**src/rtl/password_lock_ctrl_pkg.sv**
```systemverilog
// Shared definitions for the password-lock controller: state encodings, key codes,
// the blank display nibble and the timer width.
package password_lock_ctrl_pkg;

   typedef enum logic [3:0] {
      S_IDLE     = 4'd0,
      S_ENTRY    = 4'd1,
      S_CHECK    = 4'd2,
      S_UNLOCKED = 4'd3,
      S_WRONG    = 4'd4,
      S_LOCKOUT  = 4'd5,
      S_SET_NEW  = 4'd6,
      S_SET_DONE = 4'd7
   } state_t;

   localparam logic [3:0]  KEY_CLR     = 4'hA;
   localparam logic [3:0]  KEY_ENT     = 4'hB;
   localparam logic [3:0]  KEY_CHG     = 4'hC;
   localparam logic [3:0]  BLANK_NIB   = 4'hF;
   localparam logic [15:0] BLANK_ENTRY = {4{BLANK_NIB}};
   localparam int          TMR_W       = 29;

   function automatic logic is_digit(input logic [3:0] k);
      return k <= 4'd9;
   endfunction

endpackage

```
**src/rtl/password_lock_ctrl_if.sv**
```systemverilog
// Keypad-in / LCD-out bus of the password-lock controller.
interface password_lock_ctrl_if;
   import password_lock_ctrl_pkg::*;

   logic        key_valid;
   logic [3:0]  key_code;
   logic [15:0] password_in;
   logic [1:0]  o_trials;
   logic [3:0]  o_state;
   logic        unlock;
   logic        alarm;

   modport master (
      output key_valid, key_code,
      input  password_in, o_trials, o_state, unlock, alarm
   );

   modport slave (
      input  key_valid, key_code,
      output password_in, o_trials, o_state, unlock, alarm
   );
endinterface

```
**src/rtl/password_lock_ctrl_timer.sv**
```systemverilog
// Load/count-down dwell timer; done is asserted while enabled with the count at zero.
module lock_timer
   import password_lock_ctrl_pkg::*;
(
   input  logic             clk,
   input  logic             rst,
   input  logic             load_i,
   input  logic             en_i,
   input  logic [TMR_W-1:0] load_val_i,
   output logic             done_o
);

   logic [TMR_W-1:0] cnt_q;

   always_ff @(posedge clk) begin
      if (rst) begin
         cnt_q <= '0;
      end else if (load_i) begin
         cnt_q <= load_val_i;
      end else if (en_i && (cnt_q != '0)) begin
         cnt_q <= cnt_q - 1'b1;
      end
   end

   assign done_o = en_i && (cnt_q == '0);

endmodule

```
**src/rtl/password_lock_ctrl.sv**
```systemverilog
// Keypad password lock: assembles a 4-digit BCD entry, checks it against the stored
// password and sequences trials, lockout, unlock and password change.
module password_lock_ctrl
   import password_lock_ctrl_pkg::*;
#(
   parameter logic [15:0] DEFAULT_PASS = 16'h1234,
   parameter int unsigned MAX_TRIALS   = 3,
   parameter int unsigned WRONG_CYC    = 50_000_000,
   parameter int unsigned UNLOCK_CYC   = 250_000_000,
   parameter int unsigned LOCKOUT_CYC  = 500_000_000
)
(
   input  logic                 clk,
   input  logic                 rst,
   password_lock_ctrl_if.slave  bus
);

   localparam logic [1:0]       TRIALS_RST = 2'(MAX_TRIALS);
   localparam logic [TMR_W-1:0] WRONG_LD   = TMR_W'(WRONG_CYC - 1);
   localparam logic [TMR_W-1:0] UNLOCK_LD  = TMR_W'(UNLOCK_CYC - 1);
   localparam logic [TMR_W-1:0] LOCKOUT_LD = TMR_W'(LOCKOUT_CYC - 1);

   state_t           state_q, state_d;
   logic [15:0]      entry_q, entry_d;
   logic [2:0]       cnt_q, cnt_d;
   logic [1:0]       trials_q, trials_d;
   logic [15:0]      pass_q, pass_d;
   logic             unlock_q, alarm_q;

   logic             tmr_load, tmr_en, tmr_done;
   logic [TMR_W-1:0] tmr_val;
   logic             key_dig, key_clr, key_ent, key_chg, room;

   assign key_dig = bus.key_valid && is_digit(bus.key_code);
   assign key_clr = bus.key_valid && (bus.key_code == KEY_CLR);
   assign key_ent = bus.key_valid && (bus.key_code == KEY_ENT);
   assign key_chg = bus.key_valid && (bus.key_code == KEY_CHG);
   assign room    = (cnt_q < 3'd4);
   assign tmr_en  = (state_q == S_WRONG) || (state_q == S_LOCKOUT) || (state_q == S_UNLOCKED);

   lock_timer u_timer (
      .clk        (clk),
      .rst        (rst),
      .load_i     (tmr_load),
      .en_i       (tmr_en),
      .load_val_i (tmr_val),
      .done_o     (tmr_done)
   );

   always_comb begin
      state_d  = state_q;
      entry_d  = entry_q;
      cnt_d    = cnt_q;
      trials_d = trials_q;
      pass_d   = pass_q;
      tmr_load = 1'b0;
      tmr_val  = '0;

      case (state_q)
         S_IDLE: begin
            if (key_dig) begin
               if (room) begin
                  entry_d = {entry_q[11:0], bus.key_code};
                  cnt_d   = cnt_q + 3'd1;
               end
               state_d = S_ENTRY;
            end else if (key_clr) begin
               entry_d = BLANK_ENTRY;
               cnt_d   = '0;
            end
         end
         S_ENTRY: begin
            if (key_dig) begin
               if (room) begin
                  entry_d = {entry_q[11:0], bus.key_code};
                  cnt_d   = cnt_q + 3'd1;
               end
            end else if (key_clr) begin
               entry_d = BLANK_ENTRY;
               cnt_d   = '0;
               state_d = S_IDLE;
            end else if (key_ent && (cnt_q == 3'd4)) begin
               state_d = S_CHECK;
            end
         end
         S_CHECK: begin
            entry_d  = BLANK_ENTRY;
            cnt_d    = '0;
            tmr_load = 1'b1;
            if (entry_q == pass_q) begin
               trials_d = TRIALS_RST;
               state_d  = S_UNLOCKED;
               tmr_val  = UNLOCK_LD;
            end else if (trials_q > 2'd1) begin
               trials_d = trials_q - 2'd1;
               state_d  = S_WRONG;
               tmr_val  = WRONG_LD;
            end else begin
               trials_d = 2'd0;
               state_d  = S_LOCKOUT;
               tmr_val  = LOCKOUT_LD;
            end
         end
         // Timer expiry outranks any key arriving in the same cycle.
         S_UNLOCKED: begin
            if (tmr_done) begin
               entry_d = BLANK_ENTRY;
               cnt_d   = '0;
               state_d = S_IDLE;
            end else if (key_chg) begin
               entry_d = BLANK_ENTRY;
               cnt_d   = '0;
               state_d = S_SET_NEW;
            end else if (key_clr) begin
               entry_d = BLANK_ENTRY;
               cnt_d   = '0;
            end
         end
         S_WRONG: begin
            if (tmr_done) begin
               state_d = S_IDLE;
            end
         end
         S_LOCKOUT: begin
            if (tmr_done) begin
               trials_d = TRIALS_RST;
               state_d  = S_IDLE;
            end
         end
         S_SET_NEW: begin
            if (key_dig) begin
               if (room) begin
                  entry_d = {entry_q[11:0], bus.key_code};
                  cnt_d   = cnt_q + 3'd1;
               end
            end else if (key_clr) begin
               entry_d = BLANK_ENTRY;
               cnt_d   = '0;
            end else if (key_ent && (cnt_q == 3'd4)) begin
               pass_d  = entry_q;
               entry_d = BLANK_ENTRY;
               cnt_d   = '0;
               state_d = S_SET_DONE;
            end
         end
         S_SET_DONE: begin
            tmr_load = 1'b1;
            tmr_val  = UNLOCK_LD;
            state_d  = S_UNLOCKED;
         end
         default: begin
            entry_d = BLANK_ENTRY;
            cnt_d   = '0;
            state_d = S_IDLE;
         end
      endcase
   end

   always_ff @(posedge clk) begin
      if (rst) begin
         state_q  <= S_IDLE;
         entry_q  <= BLANK_ENTRY;
         cnt_q    <= '0;
         trials_q <= TRIALS_RST;
         pass_q   <= DEFAULT_PASS;
         unlock_q <= 1'b0;
         alarm_q  <= 1'b0;
      end else begin
         state_q  <= state_d;
         entry_q  <= entry_d;
         cnt_q    <= cnt_d;
         trials_q <= trials_d;
         pass_q   <= pass_d;
         unlock_q <= (state_d == S_UNLOCKED);
         alarm_q  <= (state_d == S_LOCKOUT);
      end
   end

   assign bus.password_in = entry_q;
   assign bus.o_trials    = trials_q;
   assign bus.o_state     = state_q;
   assign bus.unlock      = unlock_q;
   assign bus.alarm       = alarm_q;

endmodule

```
**src/flat_wrapper.sv**
```systemverilog
// flat-port wrapper written by rule: the top's interface ports become plain ports
module password_lock_ctrl_flat import password_lock_ctrl_pkg::*;
#(
   parameter logic [15:0] DEFAULT_PASS = 16'h1234,
   parameter int unsigned MAX_TRIALS   = 3,
   parameter int unsigned WRONG_CYC    = 50_000_000,
   parameter int unsigned UNLOCK_CYC   = 250_000_000,
   parameter int unsigned LOCKOUT_CYC  = 500_000_000
)
  (clk, rst, bus_key_valid, bus_key_code, bus_password_in, bus_o_trials, bus_o_state, bus_unlock, bus_alarm);
  password_lock_ctrl_if bus_i ();
  input  logic clk;
  input  logic rst;
  input wire logic [$bits(bus_i.key_valid)-1:0] bus_key_valid;
  input wire logic [$bits(bus_i.key_code)-1:0] bus_key_code;
  output wire logic [$bits(bus_i.password_in)-1:0] bus_password_in;
  output wire logic [$bits(bus_i.o_trials)-1:0] bus_o_trials;
  output wire logic [$bits(bus_i.o_state)-1:0] bus_o_state;
  output wire logic [$bits(bus_i.unlock)-1:0] bus_unlock;
  output wire logic [$bits(bus_i.alarm)-1:0] bus_alarm;
  assign bus_i.key_valid = bus_key_valid;
  assign bus_i.key_code = bus_key_code;
  assign bus_password_in = bus_i.password_in;
  assign bus_o_trials = bus_i.o_trials;
  assign bus_o_state = bus_i.o_state;
  assign bus_unlock = bus_i.unlock;
  assign bus_alarm = bus_i.alarm;
  password_lock_ctrl #(.DEFAULT_PASS(DEFAULT_PASS), .MAX_TRIALS(MAX_TRIALS), .WRONG_CYC(WRONG_CYC), .UNLOCK_CYC(UNLOCK_CYC), .LOCKOUT_CYC(LOCKOUT_CYC)) u_core (.clk(clk), .rst(rst), .bus(bus_i));
endmodule
```
**config.mk**
```make
export PLATFORM = sky130hd
export DESIGN_NAME = password_lock_ctrl_flat
export DESIGN_NICKNAME = d
export VERILOG_FILES = /design/src/rtl/password_lock_ctrl_pkg.sv /design/src/rtl/password_lock_ctrl_if.sv /design/src/rtl/password_lock_ctrl_timer.sv /design/src/rtl/password_lock_ctrl.sv /design/src/flat_wrapper.sv
export SDC_FILE = /design/constraint.sdc
export NUM_CORES = 1
export LEC_CHECK = 0
export CAP_MARGIN = 25
export CORE_MARGIN = 8
export CORE_UTILIZATION = 49
export CTS_BUF_LIST = sky130_fd_sc_hd__clkbuf_4 sky130_fd_sc_hd__clkbuf_8
export CTS_CLUSTER_SIZE = 28
export DETAILED_ROUTE_END_ITERATION = 8
export PLACE_DENSITY = 0.79
export RECOVER_POWER = 100
export SYNTH_ARGS = -nofsm -noshare
export SYNTH_HDL_FRONTEND = slang
export SYNTH_SLANG_ARGS = --single-unit
```
**constraint.sdc**
```tcl
create_clock -name clk -period 4.9 [get_ports clk]
set_input_delay 1.225 -clock clk [delete_from_list [all_inputs] [get_ports clk]]
set_output_delay 1.225 -clock clk [all_outputs]
set_load 0.005 [all_outputs]
```
# Yosys cells after proc, flatten, opt, wreduce, memory -nomap -nowiden
# Cells that the tools add are included.
[classes]
muxes = 41
magnitude_cmp = 3
add_sub_neg = 3
reduce_logical = 21
bitwise = 3
n_eq_ne = 16
[op_table]
columns = ["op", "n"]
rows = [
  ["$mux 16", 8],
  ["$mux 29", 4],
  ["$pmux 16 s4", 1],
  ["$pmux 29 s2", 1],
  ["$mux 4", 11],
  ["$logic_not 29->1", 1],
  ["$reduce_bool 29->1", 1],
  ["$sub 29x1->29 const B", 1],
  ["$pmux 4 s7", 1],
  ["$mux 3", 8],
  ["$eq 4x3->1 const B", 5],
  ["$eq 16x16->1", 1],
  ["$eq 4x2->1 const B", 3],
  ["$eq 4x4->1 const B", 3],
  ["$pmux 3 s4", 1],
  ["$logic_and 1x1->1", 7],
  ["$mux 2", 3],
  ["$reduce_or 2->1", 3],
  ["$eq 4x1->1 const B", 1],
  ["$le 4x4->1 const B", 1],
  ["$logic_not 4->1", 1],
  ["$ne 4x1->1 const B", 1],
  ["$pmux 2 s2", 1],
  ["$reduce_and 2->1", 2],
  ["12 further kinds", 17],
]
[word_totals]
register_bits = 72
word_cells = 95
in_bits = 7

# Longest topological paths before layout
# Gate-level depths: netlist of run 1.
[depth]
word_depth = 8
mapped_depth = 9

# By module
# Synthesis of run 1 repeated with hierarchy kept, for this count alone.
[unflattened]
hier_cells = 568
area_unflattened_um2 = 4508.1
[by_module_without_submodules]
columns = ["mod", "area_per_inst_um2", "instances", "seq_area_each_um2", "cells_each"]
rows = [
  ["password_lock_ctrl", 2638.8, 1, 860.8, 337],
  ["lock_timer", 1869.3, 1, 580.6, 231],
]

# Worst setup path after synthesis of run 1
# OpenSTA, ideal clock, no wires.
[synth_timing]
kind = "input port to flip-flop"
start = "in bus_key_code[2]"
end = "reg u_core.pass_q[12]"
slack_ns = 2.055
cell_stages = 6
required_ns = 4.776
path_buffers = 1
arrival_ns = 2.721
cell_sequence = "and4b_1 > nand4_1 > nor3_2 > buf_4 > mux2i_1 > nand2_1"
[synth_via]
elab_chain_len = 4
elab_cells_between_ends = 10
[synth_rtl]
columns = ["item", "line_no", "rtl"]
rows = [
  ["from (decl)", "flat_wrapper.sv:15", "input wire logic [$bits(bus_i.key_code)-1:0] bus_key_code;"],
  ["$le 4x4->1 (tied with other cells)", "password_lock_ctrl_pkg.sv:24", "return k <= 4'd9;"],
  ["$logic_and 1x1->1 (on tied branches)", "password_lock_ctrl.sv:34, password_lock_ctrl.sv:35, password_lock_ctrl.sv:36", ""],
  ["$not 1->1 (no line) or $logic_and 1x1->1 (tied branches)", "n/a", ""],
  ["$reduce_and 4->1 (no line) (*)", "n/a", ""],
  ["to (signal assigned)", "password_lock_ctrl.sv:173", "pass_q <= pass_d;"],
  ["to (decl)", "password_lock_ctrl.sv:27", "logic [15:0] pass_q, pass_d;"],
]
# Mark *: on every way between the ends. The rest lies on a longest branch, timed or not.
# A chain may end at the register's enable or synchronous reset.

# Final worst setup path of run 1
[layout_timing]
start = "in bus_key_code[2]"
end = "reg u_core.entry_q[15], in the netlist u_core.bus.password_in[15]"
[layout_via]
elab_chain_len = 6
elab_cells_between_ends = 18
[layout_rtl]
columns = ["item", "line_no", "rtl"]
rows = [
  ["$eq 4x4->1", "password_lock_ctrl.sv:35", "assign key_clr = bus.key_valid && (bus.key_code == KEY_CLR);"],
  ["$logic_and 1x1->1", "password_lock_ctrl.sv:35", ""],
  ["$mux 16", "n/a", ""],
  ["$mux 16", "password_lock_ctrl.sv:110", "end else if (key_chg) begin"],
  ["$mux 16", "password_lock_ctrl.sv:106", "if (tmr_done) begin"],
  ["$pmux 16 s4", "password_lock_ctrl.sv:59", "case (state_q)"],
  ["to (signal assigned)", "password_lock_ctrl.sv:170", "entry_q <= entry_d;"],
  ["to (decl)", "password_lock_ctrl.sv:24", "logic [15:0] entry_q, entry_d;"],
]
# Parallel ways exist; a longest one is shown, timed or not.

==> flow_metrics.env, run 1 <==
export IMPL_hold_path_class="reg2reg"
export IMPL_num_vias=3814
export IMPL_grt_max_degree=41
export IMPL_post_cts_resized=0
export IMPL_fin_crit_ps=3593
export IMPL_rows=33
export IMPL_tightest_slew_ps=1007
export IMPL_track_usage_pct=18.24
export IMPL_detail_route_wl_per_cell_um=16.66
export IMPL_tns_ps=0
export IMPL_r2r_start="u_core.u_timer.cnt_q[2]"
export IMPL_hpwl_um=7275
export IMPL_rrSetupSlack_ps=1930
export IMPL_end_kind="flip-flop"
export IMPL_post_route_period_util_pct=73.33
export IMPL_numPortBuffers=30
export IMPL_p_per_area_mw_per_mm2=252.6
export IMPL_die_height_um=107.7
export IMPL_slew_violations=0
export IMPL_syn_area_sq_mm=0.004120
export IMPL_drive_gt1_share_pct=6.095
export IMPL_dp_cells=614
export IMPL_min_to="u_core.u_timer.cnt_q[28]"
export IMPL_required_ps=5140
export IMPL_fin_area_sq_mm=0.004616
export IMPL_clock_sinks=72
export IMPL_synthArstFlopShare_pct=0
export IMPL_antenna_found_initial=0
export IMPL_timing_rr_end="u_core.u_timer.cnt_q[24]"
export IMPL_hold_path_depth=2
export IMPL_crit_type="in2reg"
export IMPL_slowest_stage="dlygate4sd3_1"
export IMPL_cts_buffer_depth=2
export IMPL_nFillCells=755
export IMPL_synth_seq_cells=72
export IMPL_numCtsBuffers=9
export IMPL_path_max_fanout=18
export IMPL_ys_warn_count=0
export IMPL_holdBufCountCts=0
export IMPL_synth_edff_count=0
export IMPL_skew_ps=8.963
export IMPL_synth_top_area_share_pct=34.98
export IMPL_grt_ovfl_total=0
export IMPL_io_pins=31
export IMPL_routed_wl_um=10500
export IMPL_grt_pass1_wl_um=17320
export IMPL_synth_largest_area_cell="dfxtp_1"
export IMPL_stdcell_count=630
export IMPL_min_delay_start="u_core.u_timer.cnt_q[28]"
export IMPL_cap_violations=0
export IMPL_ys_seq_area_share_pct=34.98
export IMPL_syn_nets=514
export IMPL_hold_viol_final=0
export IMPL_nets=531
export IMPL_finalSetupViolations=0
export IMPL_cts_tree="yes"
export IMPL_synthDistinctLibCells=63
export IMPL_ff2ff_path_depth=7
export IMPL_diodes=0
export IMPL_grt_pass1_vias=3519
export IMPL_die_area_sq_mm=0.01160
export IMPL_ant_nets=0
export IMPL_p_leak_uw=0.001684
export IMPL_rsz0062_at_grt="false"
export IMPL_worstPathCellList="dlygate4sd3_1 > o21ai_0 > and2_0 > a21oi_1 > clkbuf_1 > nor2_1 > and2_0 > a221o_1"
export IMPL_clk_pin_slew_ps=70
export IMPL_syn_inst=503
export IMPL_h_tree_depth=3
export IMPL_coreArea_sq_mm=0.008175
export IMPL_die_w_um=107.7
export IMPL_gp_congestion=0.8762
export IMPL_peakVddDrop_mv=0.1816
export IMPL_max_slew_margin_rel_pct=32.77
export IMPL_placed_cell_area_sq_mm=0.004477
export IMPL_areaGrowthSynthToFinish_pct=12.03
export IMPL_start_util_pct=50.40
export IMPL_status="finished, final reports clean"
export IMPL_synthTopCellsByArea="dfxtp_1 (35%), a21oi_1 (8.0%), mux2i_1 (7.0%)"
export IMPL_slowest_delay_ps=620
export IMPL_viasPerCell=6.054
export IMPL_cts_setup_buffers=0
export IMPL_max_freq_mhz=278.3
export IMPL_drc=0
export IMPL_synth_avg_cell_area_sq_um=8.191
export IMPL_clk_latency_ps=350
export IMPL_drt_pre_antenna_iters=4
export IMPL_synth_main_ff_cell="dfxtp_1"
export IMPL_arrival_ps=3830
export IMPL_crit_top_cell="and2_0"
export IMPL_root_buffer="clkbuf_8"
export IMPL_drt_iter0_markers=258
export IMPL_cp_start_kind="input pin"
## worst max-delay path, delay by kind of cell
family / cells / cell delay (ps)
compound gates: 3 / 710
simple gates: 3 / 780
buf+inv: 2 / 1130
## cell usage after synthesis (3+ instances only)
cell type  count
dfxtp_1       72
a21oi_1       66
nor2_1        42
nand2_1       35
mux2i_1       29
o21ai_0       28
clkbuf_1      25
nor3_1        23
xor2_1        23
o31ai_1       14
nor4_1        12
o21ai_1       11
inv_1         10
nand3_1        8
nand2b_1       7
a31oi_1        6
nand4_1        6
or3_1          6
a211oi_1       5
nor2b_1        5
and2_1         4
and3_1         4
ha_1           4
nor3b_1        3
nor4_4         3
o21a_1         3
o31a_1         3
xnor2_1        3
## layout make-up
class / instances / area, sq um / area share (%)
repair buffers: 37 / 336.6 / 7.292
flip-flops and latches: 72 / 1441 / 31.23
multi-input cells: 390 / 2477 / 53.67
inverters: 10 / 37.54 / 0.8132
clock buffers: 12 / 146.4 / 3.172
clock inverters: 4 / 45.04 / 0.9759
well taps: 105 / 131.4 / 2.846
## worst max-delay path by stage
stage,from,depth (start not counted),to
after global routing,bus_key_code[2],8,u_core.bus.password_in[14]
after detailed placement,bus_key_code[1],6,u_core.bus.password_in[15]
after CTS,bus_key_code[1],8,u_core.bus.password_in[5]
final,bus_key_code[2],8,u_core.bus.password_in[15]
after global placement,bus_key_code[1],6,u_core.bus.password_in[14]
after floorplan,bus_key_code[2],6,u_core.pass_q[12]
## per-layer routing
metal	GRT usage [%]	part of all wire (%)	up-vias
met1	24.20	47	1817
met4	7.532	1.6	0
met3	3.413	5.0	13
li1	-	-	1871
met5	0	0	-
met2	28.29	46	113
## registers in the layout (all words and copies together), names as in the netlist
name,cells
u_core.bus.o_trials,2
u_core.u_timer.cnt_q,29
u_core.bus.alarm,1
u_core.bus.password_in,16
u_core.pass_q,16
u_core.bus.o_state,4
u_core.cnt_q,3
u_core.bus.unlock,1
## placed cells by master, fill, tap and decap left out, types with 4 or more instances in the layout
master / count
a211oi_1: 5
a21oi_1: 66
a31oi_1: 6
and3_1: 4
buf_4: 4
clkbuf_8: 9
dfxtp_1: 72
dlygate4sd3_1: 26
ha_1: 4
inv_1: 10
mux2i_1: 29
nand2_1: 35
nand2b_1: 7
nand3_1: 8
nand4_1: 6
nor2_1: 42
nor2b_1: 5
nor3_1: 23
nor4_1: 13
o21ai_0: 38
o31ai_1: 14
or3_1: 7
xor2_1: 23
## kinds of logic after synthesis
group	count (synthesis)	synth area share, %
buffers and inverters	41	4.160
multiplexers	30	7.319
flip-flops	72	34.98
other	1	0.09101
AND/OR/NAND/NOR	173	23.26
XOR/XNOR	26	5.527
adder cells (fa/ha/maj)	4	1.215
AO/OA/AOI/OAI	156	23.44
## stage by stage
| stage | power (uW) | hold slack, ps | setup slack [ps] | util [%] |
|---|---|---|---|---|
| floorplan | 675.1 | 454.8 | 2055 | - |
| global placement | 713.4 | 470.1 | 1535 | 54.76 |
| detailed placement | 715.9 | 472.0 | 1464 | 54.76 |
| CTS | 1175 | 483.8 | 1815 | 57.10 |
| global route | 1208 | 511.4 | 1108 | 56.46 |
| finish | 1166 | 490.1 | 1307 | 56.46 |
## power breakdown
| group | switching, uW | leakage, uW | internal [uW] |
|---|---|---|---|
| Clock | 217 | 0.000104 | 250 |
| Sequential | 20.0 | 0.000584 | 594 |
| Combinational | 46.0 | 0.000995 | 38.1 |
Note: power is estimated with default switching activity, not from simulation.
==> run 2: changes to the inputs <==
- PLACE_DENSITY: 0.79 -> 0.81
- clock period: 4.9 -> 3.1 ns (I/O delays scaled with it)
==> flow_metrics.env, run 2 (synthesized netlist as in run 1, its figures left out) <==
export IMPL_drc=0
export IMPL_tightest_slew_ps=852.8
export IMPL_finalSetupViolations=0
export IMPL_drt_pre_antenna_iters=5
export IMPL_max_slew_margin_rel_pct=43.07
export IMPL_largest_register="u_core.u_timer.cnt_q"
export IMPL_rows=33
export IMPL_track_usage_pct=18.71
export IMPL_stdcell_count=638
export IMPL_coreArea_sq_mm=0.008175
export IMPL_grt_pass1_wl_um=18030
export IMPL_fin_crit_ps=2673
export IMPL_rrSetupSlack_ps=440
export IMPL_ff2ff_path_depth=6
export IMPL_post_route_period_util_pct=86.24
export IMPL_p_leak_uw=0.001718
export IMPL_end_kind="primary output"
export IMPL_status="finished, final reports clean"
export IMPL_clk_latency_ps=350
export IMPL_start_util_pct=50.40
export IMPL_r2r_start="u_core.u_timer.cnt_q[2]"
export IMPL_numPortBuffers=30
export IMPL_detail_route_wl_per_cell_um=16.87
export IMPL_die_w_um=107.7
export IMPL_final_common_cell="dfxtp_1"
export IMPL_die_height_um=107.7
export IMPL_die_area_sq_mm=0.01160
export IMPL_crit_start="u_core.bus.o_state[3]"
export IMPL_multi_input_area_sq_mm=0.002482
export IMPL_areaGrowthSynthToFinish_pct=14.06
export IMPL_antenna_found_initial=0
export IMPL_post_cts_resized=0
export IMPL_largest_reg_flops=29
export IMPL_num_vias=3964
export IMPL_ant_nets=0
export IMPL_routed_wl_um=10770
export IMPL_slowest_stage="dfxtp_1"
export IMPL_crit_type="reg2out"
export IMPL_grt_ovfl_total=0
export IMPL_worstPathCellList="dlygate4sd3_1"
export IMPL_io_pins=31
export IMPL_grt_pass1_vias=3757
export IMPL_endpoint="bus_o_state[3]"
export IMPL_cp_start_kind="flip-flop"
export IMPL_slew_violations=0
export IMPL_clk_pin_slew_ps=80
export IMPL_skew_ps=12.78
export IMPL_diodes=0
export IMPL_nets=539
export IMPL_hold_path_depth=2
export IMPL_rsz0062_at_grt="false"
export IMPL_timing_rr_end="u_core.bus.alarm"
export IMPL_cts_buffer_depth=2
export IMPL_gp_congestion=0.9540
export IMPL_regArea_sq_mm=0.001441
export IMPL_arrival_ps=1900
export IMPL_drive_gt1_share_pct=7.129
export IMPL_grt_max_degree=33
export IMPL_numCtsBuffers=9
export IMPL_viasPerCell=6.213
export IMPL_nFillCells=754
export IMPL_hold_path_class="reg2reg"
export IMPL_p_per_area_mw_per_mm2=416.3
export IMPL_cts_tree="yes"
export IMPL_cap_violations=0
export IMPL_mostFrequentLayoutCells="dfxtp_1 (72), a21oi_1 (66), nor2_1 (42)"
export IMPL_peakVddDrop_mv=0.3138
export IMPL_root_buffer="clkbuf_8"
export IMPL_worst_path_buf_inv=1
export IMPL_dp_cells=622
export IMPL_drt_iter0_markers=397
export IMPL_hold_viol_final=0
export IMPL_path_depth=1
export IMPL_required_ps=2320
export IMPL_slowest_delay_ps=880
export IMPL_h_tree_depth=3
export IMPL_tns_ps=0
export IMPL_hpwl_um=7500
export IMPL_path_max_fanout=23
export IMPL_holdBufCountCts=0
export IMPL_cts_setup_buffers=0
export IMPL_clock_sinks=72
export IMPL_path_delay_family="flip-flops"
export IMPL_max_freq_mhz=374.1
## run 2: changes by cell type in the layout (fill, tap and decap cells not counted), moves of 3 or more
cell	change
buf_4	+3
clkbuf_1	+3
clkbuf_4	-3
clkinv_2	-3
## run 2: how the worst min path moves through the flow
stage	to	startpoint	slack, ps
after detailed placement	u_core.u_timer.cnt_q[28]	u_core.u_timer.cnt_q[28]	480
after global routing	u_core.u_timer.cnt_q[21]	u_core.u_timer.cnt_q[21]	540
final	u_core.u_timer.cnt_q[28]	u_core.u_timer.cnt_q[28]	500
after CTS	u_core.u_timer.cnt_q[28]	u_core.u_timer.cnt_q[28]	490
after global placement	u_core.u_timer.cnt_q[28]	u_core.u_timer.cnt_q[28]	470
after floorplan	u_core.u_timer.cnt_q[28]	u_core.u_timer.cnt_q[28]	450
## run 2: final cells by class
type                            instances  area share [%]
Clock buffer                            9           2.636
Clock inverter                          7           2.183
Inverter                               10          0.7987
Multi-Input combinational cell        390           52.82
Sequential cell                        72           30.67
Tap cell                              105           2.796
Timing Repair Buffer                   45           8.094
## run 2: routing by layer
| layer | vias up | global-route usage (%) | part of all wire, % |
|---|---|---|---|
| li1 | 1893 | - | - |
| met1 | 1877 | 23.72 | 45 |
| met2 | 166 | 30.04 | 46 |
| met3 | 28 | 4.731 | 7.8 |
| met4 | 0 | 6.442 | 1.8 |
| met5 | - | 0 | 0 |
## run 2: per-stage QoR
stage | area (sq um) | total power (uW) | hold slack (ps) | setup slack [ps] | utilization, %
2_1_floorplan | 4120 | 1067 | 454.8 | 705.2 | -
3_3_place_gp | 4537 | 1132 | 473.5 | 382.3 | 55.49
3_5_place_dp | 4537 | 1137 | 481.4 | 311.2 | 55.49
4_1_cts | 4763 | 1969 | 494.4 | 480.2 | 58.26
5_1_grt | 4700 | 2015 | 541.5 | 180.1 | 57.48
6_report | 4700 | 1956 | 498.9 | 426.7 | 57.48
## run 2: power by group
group	internal, uW	switching, uW	leakage [uW]	total [uW]
Clock	461	385	0.000110	846
Combinational	63.7	78.0	0.00102	142
Sequential	939	28.8	0.000584	968
Total	1460	492	0.00172	1960
==> run 3: changes to the inputs <==
- PLACE_DENSITY: 0.81 -> 0.79
- clock period: 3.1 -> 2.6 ns (I/O delays scaled with it)
==> flow_metrics.env, run 3 (synthesized netlist as in run 1, its figures left out) <==
export IMPL_status="finished, final reports clean"
export IMPL_grt_pass1_vias=3679
export IMPL_stdcell_count=652
export IMPL_io_pins=31
export IMPL_cts_tree="yes"
export IMPL_viasPerCell=6.138
export IMPL_arrival_ps=2700
export IMPL_max_slew_margin_rel_pct=53.23
export IMPL_timing_rr_end="u_core.bus.unlock"
export IMPL_drt_pre_antenna_iters=5
export IMPL_power_frac_comb_pct=7.9
export IMPL_cap_violations=0
export IMPL_nets=553
export IMPL_die_w_um=107.7
export IMPL_crit_type="reg2reg"
export IMPL_required_ps=2820
export IMPL_ant_nets=0
export IMPL_largest_reg_flops=29
export IMPL_post_route_period_util_pct=95.18
export IMPL_p_leak_uw=0.001809
export IMPL_rsz0062_at_grt="false"
export IMPL_path_delay_family="simple AND/OR/NAND/NOR gates"
export IMPL_p_per_area_mw_per_mm2=483.5
export IMPL_r2r_start="u_core.u_timer.cnt_q[12]"
export IMPL_min_delay_start="u_core.pass_q[12]"
export IMPL_rrSetupSlack_ps=130
export IMPL_finalWorstSetupSlack_ps=125.4
export IMPL_h_tree_depth=3
export IMPL_intPower_uw=1801
export IMPL_max_freq_mhz=404.1
export IMPL_tns_ps=0
export IMPL_p_sw_uw=539.8
export IMPL_numPortBuffers=30
export IMPL_hpwl_um=7696
export IMPL_hold_path_class="reg2reg"
export IMPL_utilization_pct=59.23
export IMPL_post_cts_resized=0
export IMPL_path_max_fanout=9
export IMPL_final_common_cell="dfxtp_1"
export IMPL_end_kind="flip-flop"
export IMPL_drive_gt1_share_pct=9.506
export IMPL_mostFrequentLayoutCells="dfxtp_1 (72), a21oi_1 (66), nor2_1 (42)"
export IMPL_worst_path_buf_inv=0
export IMPL_min_to="u_core.pass_q[12]"
export IMPL_antenna_found_initial=0
export IMPL_peakVddDrop_mv=0.3378
export IMPL_hold_viol_final=0
export IMPL_ff2ff_path_depth=6
export IMPL_clk_latency_ps=370
export IMPL_die_area_sq_mm=0.01160
export IMPL_routed_wl_um=10950
export IMPL_p_total_uw=2341
export IMPL_gp_congestion=0.9553
export IMPL_pwr_share_clk_pct=43.0
export IMPL_dp_cells=636
export IMPL_track_usage_pct=19.39
export IMPL_coreArea_sq_mm=0.008175
export IMPL_rows=33
export IMPL_grt_max_degree=33
export IMPL_clk_pin_slew_ps=80
export IMPL_swShare_pct=23.06
export IMPL_fin_crit_ps=2475
export IMPL_slowest_stage="or3_4"
export IMPL_grt_pass1_wl_um=18080
export IMPL_finalSetupViolations=0
export IMPL_slew_violations=0
export IMPL_tightest_slew_ps=701.6
export IMPL_slowest_delay_ps=460
export IMPL_post_place_ws_ps=-79.50
export IMPL_detail_route_wl_per_cell_um=16.80
export IMPL_numCtsBuffers=9
export IMPL_drc=0
export IMPL_diodes=0
export IMPL_drt_iter0_markers=387
export IMPL_holdBufCountCts=0
export IMPL_hold_path_depth=2
export IMPL_grt_ovfl_total=0
export IMPL_areaGrowthSynthToFinish_pct=17.52
export IMPL_clock_sinks=72
export IMPL_worstPathCellList="nor4_4 > nand4b_4 > or3_4 > and4_1 > o41ai_4 > nor3b_1"
export IMPL_num_vias=4002
export IMPL_root_buffer="clkbuf_8"
export IMPL_die_height_um=107.7
export IMPL_cp_start_kind="flip-flop"
export IMPL_largest_register="u_core.u_timer.cnt_q"
export IMPL_cts_setup_buffers=0
export IMPL_start_util_pct=50.40
export IMPL_power_frac_seq_pct=49.1
export IMPL_cts_buffer_depth=2
export IMPL_skew_ps=16.25
## run 3: power by group through the flow
stage | Clock (uW) | Combinational (uW) | Sequential (uW)
6_report | 1010 | 185 | 1150
5_1_grt | 1060 | 201 | 1150
4_1_cts | 1020 | 191 | 1150
3_5_place_dp | 0 | 190 | 1170
3_3_place_gp | 0 | 184 | 1170
2_1_floorplan | 0 | 103 | 1170
## run 3: layer usage
metal | vias to the layer above | track usage, % | part of all wire, %
met3 | 25 | 3.593 | 5.4
met1 | 1893 | 25.45 | 45
met4 | 0 | 10.70 | 2.6
met5 | - | 0 | 0
li1 | 1928 | - | -
met2 | 156 | 29.25 | 47
## run 3: worst min-delay path, stage by stage (launching register included)
cell     delay, ps
dfxtp_1        340
mux2i_1         70
nand2_1         60
## run 3: worst max-delay path by stage
stage	startpoint	endpoint	slack [ps]	depth (start not counted)
2_1_floorplan	bus_key_code[2]	u_core.pass_q[12]	330	6
4_1_cts	u_core.u_timer.cnt_q[12]	u_core.bus.password_in[3]	200	6
3_5_place_dp	bus_key_code[1]	u_core.bus.password_in[3]	-80	8
5_1_grt	bus_key_code[1]	u_core.cnt_q[2]	50	7
3_3_place_gp	bus_key_code[2]	u_core.bus.password_in[14]	40	6
6_report	u_core.u_timer.cnt_q[12]	u_core.bus.unlock	130	6
## run 3: area by class of cell
class,count,area [sq um]
clock inverters,3,65.06
well taps,105,131.4
inverters,10,37.54
clock buffers,13,160.2
repair buffers,59,490.5
multi-input cells,390,2516
fillers,728,3333
flip-flops and latches,72,1441
## run 3: per-stage QoR
| stage | instance area (sq um) | hold slack [ps] |
|---|---|---|
| 2_1_floorplan | 4120 | 454.8 |
| 4_1_cts | 4880 | 487.9 |
| 6_report | 4842 | 496.3 |
| 3_5_place_dp | 4654 | 473.0 |
| 5_1_grt | 4842 | 514.5 |
| 3_3_place_gp | 4654 | 472.4 |
